## src/rtl/fwuart_rx_pkg.sv

```systemverilog
// Shared types and helpers for the configurable UART receiver.
package fwuart_rx_pkg;

  // Receiver frame-level states.
  typedef enum logic [2:0] {
    ST_IDLE      = 3'd0,
    ST_START     = 3'd1,
    ST_DATA      = 3'd2,
    ST_PARITY    = 3'd3,
    ST_STOP1     = 3'd4,
    ST_STOP2     = 3'd5,
    ST_WAIT_IDLE = 3'd6
  } fwuart_rx_state_e;

  // Bit-centre sample point and oversampling ratio.
  localparam int SAMPLE_TICK   = 7;
  localparam int TICKS_PER_BIT = 16;
  // Widest character the parity helper can cover.
  localparam int PAR_W         = 9;

  // Expected parity bit: XOR of the low nbits of data, inverted for odd parity.
  function automatic logic parity_calc(input logic [PAR_W-1:0] data,
                                       input logic [3:0]       nbits,
                                       input logic             odd);
    logic p;
    p = odd;
    for (int i = 0; i < PAR_W; i++) begin
      if (4'(i) < nbits) begin
        p = p ^ data[i];
      end else begin
        p = p;
      end
    end
    return p;
  endfunction

endpackage

```

## src/rtl/fwuart_rx_sync.sv

```systemverilog
// Input synchroniser for the serial line. Flops reset to the idle level (1)
// so that reset release never looks like a start bit. o_fall flags a 1->0
// change relative to the value seen on the previous enable (16x strobe).
module fwuart_rx_sync
  import fwuart_rx_pkg::*;
#(
  parameter int SYNC_STAGES = 2
) (
  input  logic clock,
  input  logic reset,
  input  logic i_rx,
  input  logic i_en,
  output logic o_rx,
  output logic o_fall
);

  logic [SYNC_STAGES-1:0] r_sync;
  logic                   r_prev;

  // Shift the raw line through the synchroniser chain.
  always_ff @(posedge clock or posedge reset) begin
    if (reset) begin
      r_sync <= '1;
    end else begin
      r_sync <= {r_sync[SYNC_STAGES-2:0], i_rx};
    end
  end

  // Remember the synchronised level as seen on the last strobe.
  always_ff @(posedge clock or posedge reset) begin
    if (reset) begin
      r_prev <= 1'b1;
    end else if (i_en) begin
      r_prev <= o_rx;
    end else begin
      r_prev <= r_prev;
    end
  end

  assign o_rx   = r_sync[SYNC_STAGES-1];
  assign o_fall = i_en & r_prev & ~o_rx;

endmodule

```

## src/rtl/fwuart_rx_cfg.sv

```systemverilog
// Configurable UART receiver: 16x oversampling, run-time data width,
// parity and stop-bit selection, parity/framing/overrun error pulses and a
// ready/valid character output.
// Optional build macro FWUART_RX_BREAK_DETECT_EN adds a break_det output and
// swallows all-zero frames with a low first stop bit instead of delivering them.
module fwuart_rx_cfg
  import fwuart_rx_pkg::*;
#(
  parameter int MAX_DATA_BITS = 8,
  parameter int SYNC_STAGES   = 2
) (
  input  logic                     clock,
  input  logic                     reset,
  input  logic                     clock_x16,
  input  logic                     rx,
  input  logic [3:0]               cfg_data_bits,
  input  logic                     cfg_parity_en,
  input  logic                     cfg_parity_odd,
  input  logic                     cfg_stop2,
  output logic [MAX_DATA_BITS-1:0] i_dat,
  output logic                     i_valid,
  input  logic                     i_ready,
  output logic                     parity_err,
  output logic                     framing_err,
  output logic                     overrun_err,
  output logic                     busy
`ifdef FWUART_RX_BREAK_DETECT_EN
  ,output logic                    break_det
`endif
);

  fwuart_rx_state_e r_state, w_state_nxt;

  logic                               w_rx;
  logic                               w_fall;
  logic [$clog2(TICKS_PER_BIT)-1:0]   r_tick;
  logic [3:0]                         r_bit_cnt;
  logic [3:0]                         r_cfg_bits;
  logic                               r_cfg_par_en;
  logic                               r_cfg_par_odd;
  logic                               r_cfg_stop2;
  logic [MAX_DATA_BITS-1:0]           r_data;
  logic                               r_par_err;
  logic [3:0]                         w_cfg_bits;
  logic [PAR_W-1:0]                   w_data_ext;
  logic                               w_par_exp;
  logic                               w_sample;
  logic                               w_start;
  logic                               w_shift;
  logic                               w_par_sample;
  logic                               w_complete;
  logic                               w_ferr;
  logic                               w_push;
`ifdef FWUART_RX_BREAK_DETECT_EN
  logic                               r_par_bit;
  logic                               w_break;
`endif

  fwuart_rx_sync #(
    .SYNC_STAGES (SYNC_STAGES)
  ) u_sync (
    .clock  (clock),
    .reset  (reset),
    .i_rx   (rx),
    .i_en   (clock_x16),
    .o_rx   (w_rx),
    .o_fall (w_fall)
  );

  assign w_sample = clock_x16 && (r_tick == 4'(SAMPLE_TICK));

  // Clamp the requested data width into the legal range.
  always_comb begin
    w_cfg_bits = cfg_data_bits;
    if ((cfg_data_bits < 4'd5) || (cfg_data_bits > 4'(MAX_DATA_BITS))) begin
      w_cfg_bits = 4'(MAX_DATA_BITS);
    end else begin
      w_cfg_bits = cfg_data_bits;
    end
  end

  // Zero-extend the shift register for the shared parity helper.
  always_comb begin
    w_data_ext                      = '0;
    w_data_ext[MAX_DATA_BITS-1:0]   = r_data;
    w_par_exp                       = parity_calc(w_data_ext, r_cfg_bits, r_cfg_par_odd);
  end

  // Frame state register.
  always_ff @(posedge clock or posedge reset) begin
    if (reset) begin
      r_state <= ST_IDLE;
    end else begin
      r_state <= w_state_nxt;
    end
  end

  // Next-state decode plus one-cycle datapath actions for each sample point.
  always_comb begin
    w_state_nxt  = r_state;
    w_start      = 1'b0;
    w_shift      = 1'b0;
    w_par_sample = 1'b0;
    w_complete   = 1'b0;
    w_ferr       = 1'b0;
`ifdef FWUART_RX_BREAK_DETECT_EN
    w_break      = 1'b0;
`endif
    case (r_state)
      ST_IDLE: begin
        if (w_fall) begin
          w_start     = 1'b1;
          w_state_nxt = ST_START;
        end else begin
          w_state_nxt = ST_IDLE;
        end
      end
      ST_START: begin
        if (w_sample) begin
          if (w_rx) begin
            w_state_nxt = ST_IDLE;
          end else begin
            w_state_nxt = ST_DATA;
          end
        end else begin
          w_state_nxt = ST_START;
        end
      end
      ST_DATA: begin
        if (w_sample) begin
          w_shift = 1'b1;
          if (r_bit_cnt == (r_cfg_bits - 4'd1)) begin
            if (r_cfg_par_en) begin
              w_state_nxt = ST_PARITY;
            end else begin
              w_state_nxt = ST_STOP1;
            end
          end else begin
            w_state_nxt = ST_DATA;
          end
        end else begin
          w_state_nxt = ST_DATA;
        end
      end
      ST_PARITY: begin
        if (w_sample) begin
          w_par_sample = 1'b1;
          w_state_nxt  = ST_STOP1;
        end else begin
          w_state_nxt  = ST_PARITY;
        end
      end
      ST_STOP1: begin
        if (w_sample) begin
          if (!w_rx) begin
            w_complete  = 1'b1;
            w_ferr      = 1'b1;
            w_state_nxt = ST_WAIT_IDLE;
`ifdef FWUART_RX_BREAK_DETECT_EN
            if ((r_data == '0) && !r_par_bit) begin
              w_break = 1'b1;
              w_ferr  = 1'b0;
            end else begin
              w_break = 1'b0;
            end
`endif
          end else if (r_cfg_stop2) begin
            w_state_nxt = ST_STOP2;
          end else begin
            w_complete  = 1'b1;
            w_state_nxt = ST_IDLE;
          end
        end else begin
          w_state_nxt = ST_STOP1;
        end
      end
      ST_STOP2: begin
        if (w_sample) begin
          w_complete = 1'b1;
          if (!w_rx) begin
            w_ferr      = 1'b1;
            w_state_nxt = ST_WAIT_IDLE;
          end else begin
            w_state_nxt = ST_IDLE;
          end
        end else begin
          w_state_nxt = ST_STOP2;
        end
      end
      ST_WAIT_IDLE: begin
        if (w_rx) begin
          w_state_nxt = ST_IDLE;
        end else begin
          w_state_nxt = ST_WAIT_IDLE;
        end
      end
      default: begin
        w_state_nxt = ST_IDLE;
      end
    endcase
  end

`ifdef FWUART_RX_BREAK_DETECT_EN
  assign w_push = w_complete && !w_break;
`else
  assign w_push = w_complete;
`endif

  // Oversampling tick counter, restarted at the detected start edge.
  always_ff @(posedge clock or posedge reset) begin
    if (reset) begin
      r_tick <= '0;
    end else if (w_start) begin
      r_tick <= '0;
    end else if (clock_x16) begin
      r_tick <= r_tick + 4'd1;
    end else begin
      r_tick <= r_tick;
    end
  end

  // Frame datapath: latch config at start, shift data bits, check parity.
  always_ff @(posedge clock or posedge reset) begin
    if (reset) begin
      r_cfg_bits    <= 4'd0;
      r_cfg_par_en  <= 1'b0;
      r_cfg_par_odd <= 1'b0;
      r_cfg_stop2   <= 1'b0;
      r_data        <= '0;
      r_bit_cnt     <= 4'd0;
      r_par_err     <= 1'b0;
`ifdef FWUART_RX_BREAK_DETECT_EN
      r_par_bit     <= 1'b0;
`endif
    end else if (w_start) begin
      r_cfg_bits    <= w_cfg_bits;
      r_cfg_par_en  <= cfg_parity_en;
      r_cfg_par_odd <= cfg_parity_odd;
      r_cfg_stop2   <= cfg_stop2;
      r_data        <= '0;
      r_bit_cnt     <= 4'd0;
      r_par_err     <= 1'b0;
`ifdef FWUART_RX_BREAK_DETECT_EN
      r_par_bit     <= 1'b0;
`endif
    end else begin
      if (w_shift) begin
        for (int b = 0; b < MAX_DATA_BITS; b++) begin
          if (r_bit_cnt == 4'(b)) begin
            r_data[b] <= w_rx;
          end
        end
        r_bit_cnt <= r_bit_cnt + 4'd1;
      end
      if (w_par_sample) begin
        r_par_err <= (w_rx != w_par_exp);
`ifdef FWUART_RX_BREAK_DETECT_EN
        r_par_bit <= w_rx;
`endif
      end
    end
  end

  // Output register, handshake and error pulses; a full register drops the
  // new character and reports only an overrun.
  always_ff @(posedge clock or posedge reset) begin
    if (reset) begin
      i_dat       <= '0;
      i_valid     <= 1'b0;
      parity_err  <= 1'b0;
      framing_err <= 1'b0;
      overrun_err <= 1'b0;
      busy        <= 1'b0;
    end else begin
      parity_err  <= 1'b0;
      framing_err <= 1'b0;
      overrun_err <= 1'b0;
      busy        <= (w_state_nxt != ST_IDLE);
      if (w_push && (!i_valid || i_ready)) begin
        i_dat       <= r_data;
        i_valid     <= 1'b1;
        parity_err  <= r_par_err;
        framing_err <= w_ferr;
      end else if (w_push) begin
        overrun_err <= 1'b1;
      end else if (i_valid && i_ready) begin
        i_valid <= 1'b0;
      end else begin
        i_valid <= i_valid;
      end
    end
  end

`ifdef FWUART_RX_BREAK_DETECT_EN
  // One pulse per detected line break.
  always_ff @(posedge clock or posedge reset) begin
    if (reset) begin
      break_det <= 1'b0;
    end else begin
      break_det <= w_complete && w_break;
    end
  end
`endif

endmodule
```

## config.mk

```make
export PLATFORM = sky130hd
export DESIGN_NAME = fwuart_rx_cfg
export DESIGN_NICKNAME = d
export VERILOG_FILES = /design/src/rtl/fwuart_rx_pkg.sv /design/src/rtl/fwuart_rx_sync.sv /design/src/rtl/fwuart_rx_cfg.sv
export SDC_FILE = /design/constraint.sdc
export NUM_CORES = 1
export LEC_CHECK = 0
export BUFFER_PORTS_ARGS = -buffer_cell sky130_fd_sc_hd__clkbuf_2
export CORE_UTILIZATION = 63
export DETAILED_ROUTE_END_ITERATION = 12
export HOLD_SLACK_MARGIN = 0.03
export PLACE_DENSITY = 0.9
export SLEW_MARGIN = 20
export SYNTH_ARGS = -nofsm -noshare
export SYNTH_HDL_FRONTEND = slang
export SYNTH_SLANG_ARGS = --single-unit
export TNS_END_PERCENT = 30
```

## constraint.sdc

```tcl
create_clock -name clock -period 3.1 [get_ports clock]
set_clock_uncertainty 0.05 [all_clocks]
set_input_delay 0.62 -clock clock [delete_from_list [all_inputs] [get_ports clock]]
set_output_delay 0.62 -clock clock [all_outputs]
set_load 0.03 [all_outputs]
```

==> results of run 1 <==
-- placed cells by master (no fill, tap or decap), types with 2 or more instances in the layout --
cell type                   n
sky130_fd_sc_hd__dfrtp_1   40
sky130_fd_sc_hd__clkbuf_2  24
sky130_fd_sc_hd__nand2_1   23
sky130_fd_sc_hd__nor2_1    17
sky130_fd_sc_hd__nand3_1   16
sky130_fd_sc_hd__o21ai_0   14
sky130_fd_sc_hd__xor2_1    10
sky130_fd_sc_hd__ha_1       9
sky130_fd_sc_hd__mux2_4     8
sky130_fd_sc_hd__inv_1      8
sky130_fd_sc_hd__xnor2_1    8
sky130_fd_sc_hd__a21oi_1    8
sky130_fd_sc_hd__clkbuf_8   5
sky130_fd_sc_hd__nand3b_1   4
sky130_fd_sc_hd__nand2b_1   4
sky130_fd_sc_hd__nor2b_1    3
sky130_fd_sc_hd__nor3b_1    3
sky130_fd_sc_hd__dfstp_2    3
sky130_fd_sc_hd__o211ai_1   2
sky130_fd_sc_hd__nand4_1    2
sky130_fd_sc_hd__nand2b_4   2
sky130_fd_sc_hd__mux2i_1    2
sky130_fd_sc_hd__nor3_1     2
sky130_fd_sc_hd__a31oi_1    2
sky130_fd_sc_hd__buf_4      2
-- final timing paths --
| path | cells after the start | start | to |
|---|---|---|---|
| worst max-delay path | 7 | r_tick[0] | r_data[1] |
| worst min-delay path | 0 | u_sync.r_sync[0] | u_sync.r_sync[1] |
| worst max register to register | 7 | r_tick[0] | r_data[1] |
| worst min register to register | 0 | u_sync.r_sync[0] | u_sync.r_sync[1] |
| max in group asynchronous | 3 | reset | u_sync.r_prev |
| min in group asynchronous | 3 | reset | busy |
-- cell type report --
cell class / instances / area (um2) / share of cell area [%]
well taps: 46 / 57.6 / 2.24
repair buffers: 26 / 135 / 5.27
clock buffers: 5 / 68.8 / 2.68
inverters: 8 / 30.0 / 1.17
multi-input cells: 160 / 1150 / 44.8
clock inverters: 3 / 43.8 / 1.71
flip-flops and latches: 43 / 1080 / 42.1
-- critical path: stages, from the launching register on --
cell                       delay, ps
sky130_fd_sc_hd__dfrtp_1         410
sky130_fd_sc_hd__ha_1            270
sky130_fd_sc_hd__nand4b_4        160
sky130_fd_sc_hd__nor3_4          410
sky130_fd_sc_hd__nor3b_1         370
sky130_fd_sc_hd__nand2_1         120
sky130_fd_sc_hd__nand3_1          90
sky130_fd_sc_hd__o21ai_0         100
-- flip-flops by register name (all words and copies together), names as in the netlist, 2 cells and up --
signal         cells
r_tick             4
r_data             8
u_sync.r_sync      2
r_bit_cnt          4
r_cfg_bits         4
r_state            3
i_dat              8
-- per-stage QoR --
step	cell area (um2)	setup slack (ps)	std cells	power (mW)	util, %
final	2560	984	291	2.01	74.5
after global routing	2560	830	291	2.14	74.5
after CTS	2560	986	291	2.01	74.5
after detailed placement	2450	777	283	1.56	71.2
after global placement	2450	878	283	1.52	71.2
after floorplan	2340	1060	223	1.43	-
-- power by group through the flow --
stage / clock, mW / combinational, mW / sequential (mW)
final: 0.433 / 0.670 / 0.911
after global routing: 0.465 / 0.747 / 0.932
after detailed placement: 0 / 0.653 / 0.912
after CTS: 0.440 / 0.669 / 0.905
after global placement: 0 / 0.619 / 0.896
after floorplan: 0 / 0.624 / 0.803
-- cell families (layout without fill, tap and decap cells) --
kind of cell / count (synthesis) / after routing / share of synthesized area (%)
AO/OA/AOI/OAI: 36 / 36 / 9.20
buffers and inverters: 20 / 42 / 4.65
adder cells (fa/ha/maj): 9 / 9 / 4.82
XOR/XNOR: 18 / 18 / 6.74
flip-flops: 43 / 43 / 46.2
AND/OR/NAND/NOR: 86 / 86 / 21.9
multiplexers: 11 / 11 / 6.47
-- per-layer routing --
| metal | vias up | track usage (%) | part of all wire, % |
|---|---|---|---|
| li1 | 802 | - | - |
| met1 | 809 | 33.0 | 43 |
| met2 | 72 | 42.1 | 49 |
| met3 | 9 | 6.75 | 5.8 |
| met4 | 0 | 11.9 | 2.0 |
| met5 | - | 0 | 0 |
==> metrics.cfg, run 1 <==
[finish]
layout-drive-gt1-share_pct=22.9
num_antenna_cells=0
relative_area_change_from_synthesis_to_final_layout_pct=9.68
fillers=249
final_nets=265

[setup_path]
critical_path.endpoint_type=flip-flop
critical_path.startpoint_type=flip-flop
r2r_slack_ps=980
worst_ep_arrival_time_ps=2240
worst-setup-path-type=flip-flop to flip-flop
critical_path_peak_fanout=10
worst_ep_required_time_ps=3220

[pwr]
clock_power_share_pct=21.5
p_seq_share_pct=45.2
p_sw_share_pct=38.8
combPwrFrac_pct=33.3
p_leak_nw=1.26
irDropWorstVdd_mv=0.447
power_per_cell_area_nw_per_um2=785
p_sw_mw=0.781
internal-power_mw=1.23

[clock_tree]
tritoncts_clock_tree=yes
post_cts_clock_slew_at_the_launch_and_capture_registers_of_the_worst_setup_and_hold_paths_ps=80
cts_repair_resize_count=0
cts.htree.levels=2
cts.sinks=43
root_buffer=sky130_fd_sc_hd__clkbuf_8
cts_post_setup_buffers_inserted=0
clockBufferDepth=2
postCtsHoldBufs=0
worstSkewPairLatency_ps=300
cts-buffers-inserted=5

[sta]
max_slew.worst_pin.slew_ps=596
timing_max_transition_violations_final=0
slew-limit-headroom_pct=60.1
timing.setup.tns_ps=0
grt_setup_unrepaired=false
period_share_pct=68.3
min_period_ps=2120
report.final.hold_viol_count=0
whs_ps=309
max_clock_freq_mhz=473
finalSetupViolations=0

[synth]
synth_top_cells_by_count=40 x sky130_fd_sc_hd__dfrtp_1, 23 x sky130_fd_sc_hd__nand2_1, 17 x sky130_fd_sc_hd__nor2_1
ys_top_cells_by_area=sky130_fd_sc_hd__dfrtp_1 43%, sky130_fd_sc_hd__mux2_4 5.1%, sky130_fd_sc_hd__ha_1 4.8%
synth-seq-area-share_pct=46.2
synth.ff_latch_count=43
synth_area_per_cell_um2=10.5
yosysMostFrequentCell=sky130_fd_sc_hd__dfrtp_1
synth.largest_area_cell=sky130_fd_sc_hd__dfrtp_1
synth-warning-count=0
main_synth_ff_type=sky130_fd_sc_hd__dfrtp_1
synthesis.instances=223
synth_enable_flop_cells=0
netlist-cell-type-count=47
synth.top_cell.area_share_pct=42.8
mappedNetlistNets=244
syn_area_um2=2340
async_flop_share_pct=100

[global_route]
grt_overflow_total=0
grt_pass1_wl_um=7900
grt_pass1_vias=1680
grt_antenna_before_repair=0
grt_start_max_net_pins=44
global_route.usage.total_pct=26.2

[placement]
post_dp_hpwl_um=3210
globalplace.congestion=0.891
placement.io_buffers=24

[status]
run_status=finished clean

[route]
dr_total_vias=1692
wl_per_cell_um=15.7
via_per_inst=5.81
detail_route.iter0.violations=134
postRouteAntennaNets=0
wl_um=4560
final_routed_drc_violation_total=0
first_pass_iters=4

[floorplanning]
initial_utilization_pct=67.9
fp.dieH_um=62.9
floorplan.die_area_um2=3960
core_area_um2=3440
die_width_um=62.9
rows=21
io-pin-count=25

[min_path]
min-delay-path-class=flip-flop to flip-flop

[job]
max_cap_violations=0

No activity file was read; power rests on OpenSTA's default activity.
==> inputs of run 2 (changes only) <==
CORE_UTILIZATION = 52   (was 63)
PLACE_DENSITY = 0.8   (was 0.9)
clock period = 1.8 ns   (was 3.1 ns; I/O delays follow)
==> run 2 against run 1 <==
Against the previous run: the run now ends with negative setup slack left; combinational power increased to 2.6 times the previous value; setup slack got worse by 1000 ps; clock power is 36% higher; register-to-register slack got worse by 1000 ps; sequential share of layout area down 4.6 points; wire length up 8.7%; critical path depth rose by 1; utilization shrank 7.8 points; non-clock buffer count rose by 29; via count grew 5.9%; largest cell class unchanged.
==> metrics.cfg, run 2 (same netlist as run 1, synthesis figures left out) <==
[status]
run_status=finished, violations left
failing_checks=negative setup slack

[floorplanning]
die_width_um=69.1  ; +9.7%
initial_utilization_pct=54.1  ; -14 points
rows=24  ; +14%
core_area_um2=4320  ; +26%
floorplan.die_area_um2=4770  ; +20%
fp.dieH_um=69.1  ; +9.7%
io-pin-count=25  ; unchanged

[sta]
finalSetupViolations=2  ; +2
period_share_pct=103  ; +35 points
report.final.hold_viol_count=0  ; unchanged
max_slew.worst_pin.slew_ps=318  ; -278 ps
slew-limit-headroom_pct=78.6  ; +19 points
whs_ps=41.1  ; -268 ps
fin_ws_ps=-51.4  ; -1040 ps
min_period_ps=1850  ; -265 ps
max_clock_freq_mhz=540  ; +14%
timing_max_transition_violations_final=0  ; unchanged
grt_setup_unrepaired=true

[route]
detail_route.iter0.violations=190  ; +42%
wl_per_cell_um=15.2  ; -3.3%
first_pass_iters=5  ; +1
via_per_inst=5.48  ; -5.8%
maxUsedRoutingLayer=met4
wl_um=4960  ; +8.7%
wl_met3_um=200  ; -25%
wl_met2_um=2430  ; +8.2%
postRouteAntennaNets=0  ; unchanged
drt-met1-wl_um=2170  ; +11%
dr_total_vias=1791  ; +5.9%
final_routed_drc_violation_total=0  ; unchanged

[setup_path]
timing.critical_path.max_delay_family=simple AND/OR/NAND/NOR gates
critical_path.endpoint_type=flip-flop
worst-setup-path-type=flip-flop to flip-flop
slowest_stage=sky130_fd_sc_hd__dfrtp_1
timing.critical_path.cells=inv_2 -> ha_4 -> xor2_1 -> nand3_1 -> nor3b_4 -> nor2_1 -> nor2_1 -> o22ai_1
worst_ep_arrival_time_ps=1980  ; -260 ps
critical_path_peak_fanout=4  ; -6
cp_slowest_stage_delay_ps=400  ; about the same
critical_path.startpoint_type=flip-flop
path_common_cell=sky130_fd_sc_hd__nor2_1
worst_ep_required_time_ps=1930  ; -1290 ps
critical_path_buf_inv_count=1  ; +1

[clock_tree]
cts-buffers-inserted=5  ; unchanged
tritoncts_clock_tree=yes
cts.htree.levels=2  ; unchanged
root_buffer=sky130_fd_sc_hd__clkbuf_8
worstSkewPairLatency_ps=300  ; about the same
post_cts_clock_slew_at_the_launch_and_capture_registers_of_the_worst_setup_and_hold_paths_ps=80  ; about the same
clockBufferDepth=2  ; unchanged
cts.sinks=43  ; unchanged

[global_route]
grt_pass1_wl_um=7890  ; -0.18%
global_route.usage.total_pct=21.0  ; -5.2 points
grt_antenna_before_repair=0  ; unchanged
grt_start_max_net_pins=44  ; unchanged
grt_overflow_total=0  ; unchanged
grt_pass1_vias=1684  ; +0.24%

[min_path]
min-delay-path-class=input pin to asynchronous set/reset pin

[finish]
layout_common_cells=38 x sky130_fd_sc_hd__dfrtp_1, 30 x sky130_fd_sc_hd__buf_4, 24 x sky130_fd_sc_hd__clkbuf_2
layout-drive-gt1-share_pct=36.0  ; +13 points
layout_commonest_cell=sky130_fd_sc_hd__dfrtp_1
reg_top3=i_dat (8), r_data (8)
final_cell_area_um2=2890  ; +13%
num_antenna_cells=0  ; unchanged
final_nets=295  ; +11%
relative_area_change_from_synthesis_to_final_layout_pct=23.4

[placement]
globalplace.congestion=0.830  ; -6.8%
post_dp_hpwl_um=3230  ; +0.68%
place_area_um2=2640  ; +7.8%
placement.io_buffers=24  ; unchanged

[pwr]
power_per_cell_area_nw_per_um2=1330  ; +69%
post-layout-total-power_mw=3.84  ; +91%
irDropWorstVdd_mv=0.630  ; +41%
p_leak_nw=1.41  ; +12%

[job]
max_cap_violations=0  ; unchanged

[run 2: cell types whose count changed in the layout (fill, tap and decap cells not counted), sizes merged]
cell / previous run / this run
buf: 2 / 31
bufinv: 1 / 0
clkbuf: 29 / 31
clkinv: 2 / 1
nand2b: 6 / 7
[run 2: path summary, 6_finish.rpt]
path	from	endpoint	slack [ps]	cells after the start
worst max-delay path	r_cfg_bits[0]	r_state[1]	-50	8
worst min-delay path	reset	parity_err	40	3
worst max register to register	r_cfg_bits[0]	r_state[1]	-50	8
worst min register to register	u_sync.r_sync[0]	u_sync.r_sync[1]	310	0
max in group asynchronous	reset	u_sync.r_sync[0]	1400	3
min in group clock	rx	u_sync.r_sync[0]	90	1
[run 2: layout make-up]
cell class                 instances  area, um2
clock buffer                       7       76.3
clock inverter                     1       5.00
tap                               52       65.1
multi-input combinational        161       1260
timing repair buffer              55        365
inverter                           8       30.0
fill                             341       1440
sequential                        43       1080
[run 2: routing by layer]
layer / vias up / track usage [%]
li1: 864 / -
met1: 854 / 27.2
met2: 58 / 33.5
met3: 15 / 5.12
met4: 0 / 8.84
met5: - / 0
[run 2: power breakdown]
part,internal [mW],switching [mW]
clock network,0.272,0.317
logic,0.874,0.874
registers,1.19,0.309
total,2.34,1.50
[run 2: repair_timing]
item                       CTS  global route
hold buffers                 0             0
pin swaps                    5            11
resized for setup            4            19
gates cloned                 0             1
buffers inserted             2             6
setup endpoints to repair   10            21
[run 2: tightest hold or removal path, stage by stage]
cell                       delay [ps]
sky130_fd_sc_hd__clkbuf_2          80
sky130_fd_sc_hd__inv_1             80
sky130_fd_sc_hd__buf_12           240
[run 2: through the flow]
step / setup slack [ps] / std cells / setup TNS [ps] / utilization (%)
2_1_floorplan: -26.7 / 223 / -214 / -
3_3_place_gp: -13.2 / 310 / -98.0 / 61.1
3_5_place_dp: -49.1 / 310 / -353 / 61.1
4_1_cts: -9.92 / 320 / -26.3 / 63.7
5_1_grt: -180 / 327 / -834 / 66.8
6_report: -51.4 / 327 / -85.1 / 66.8
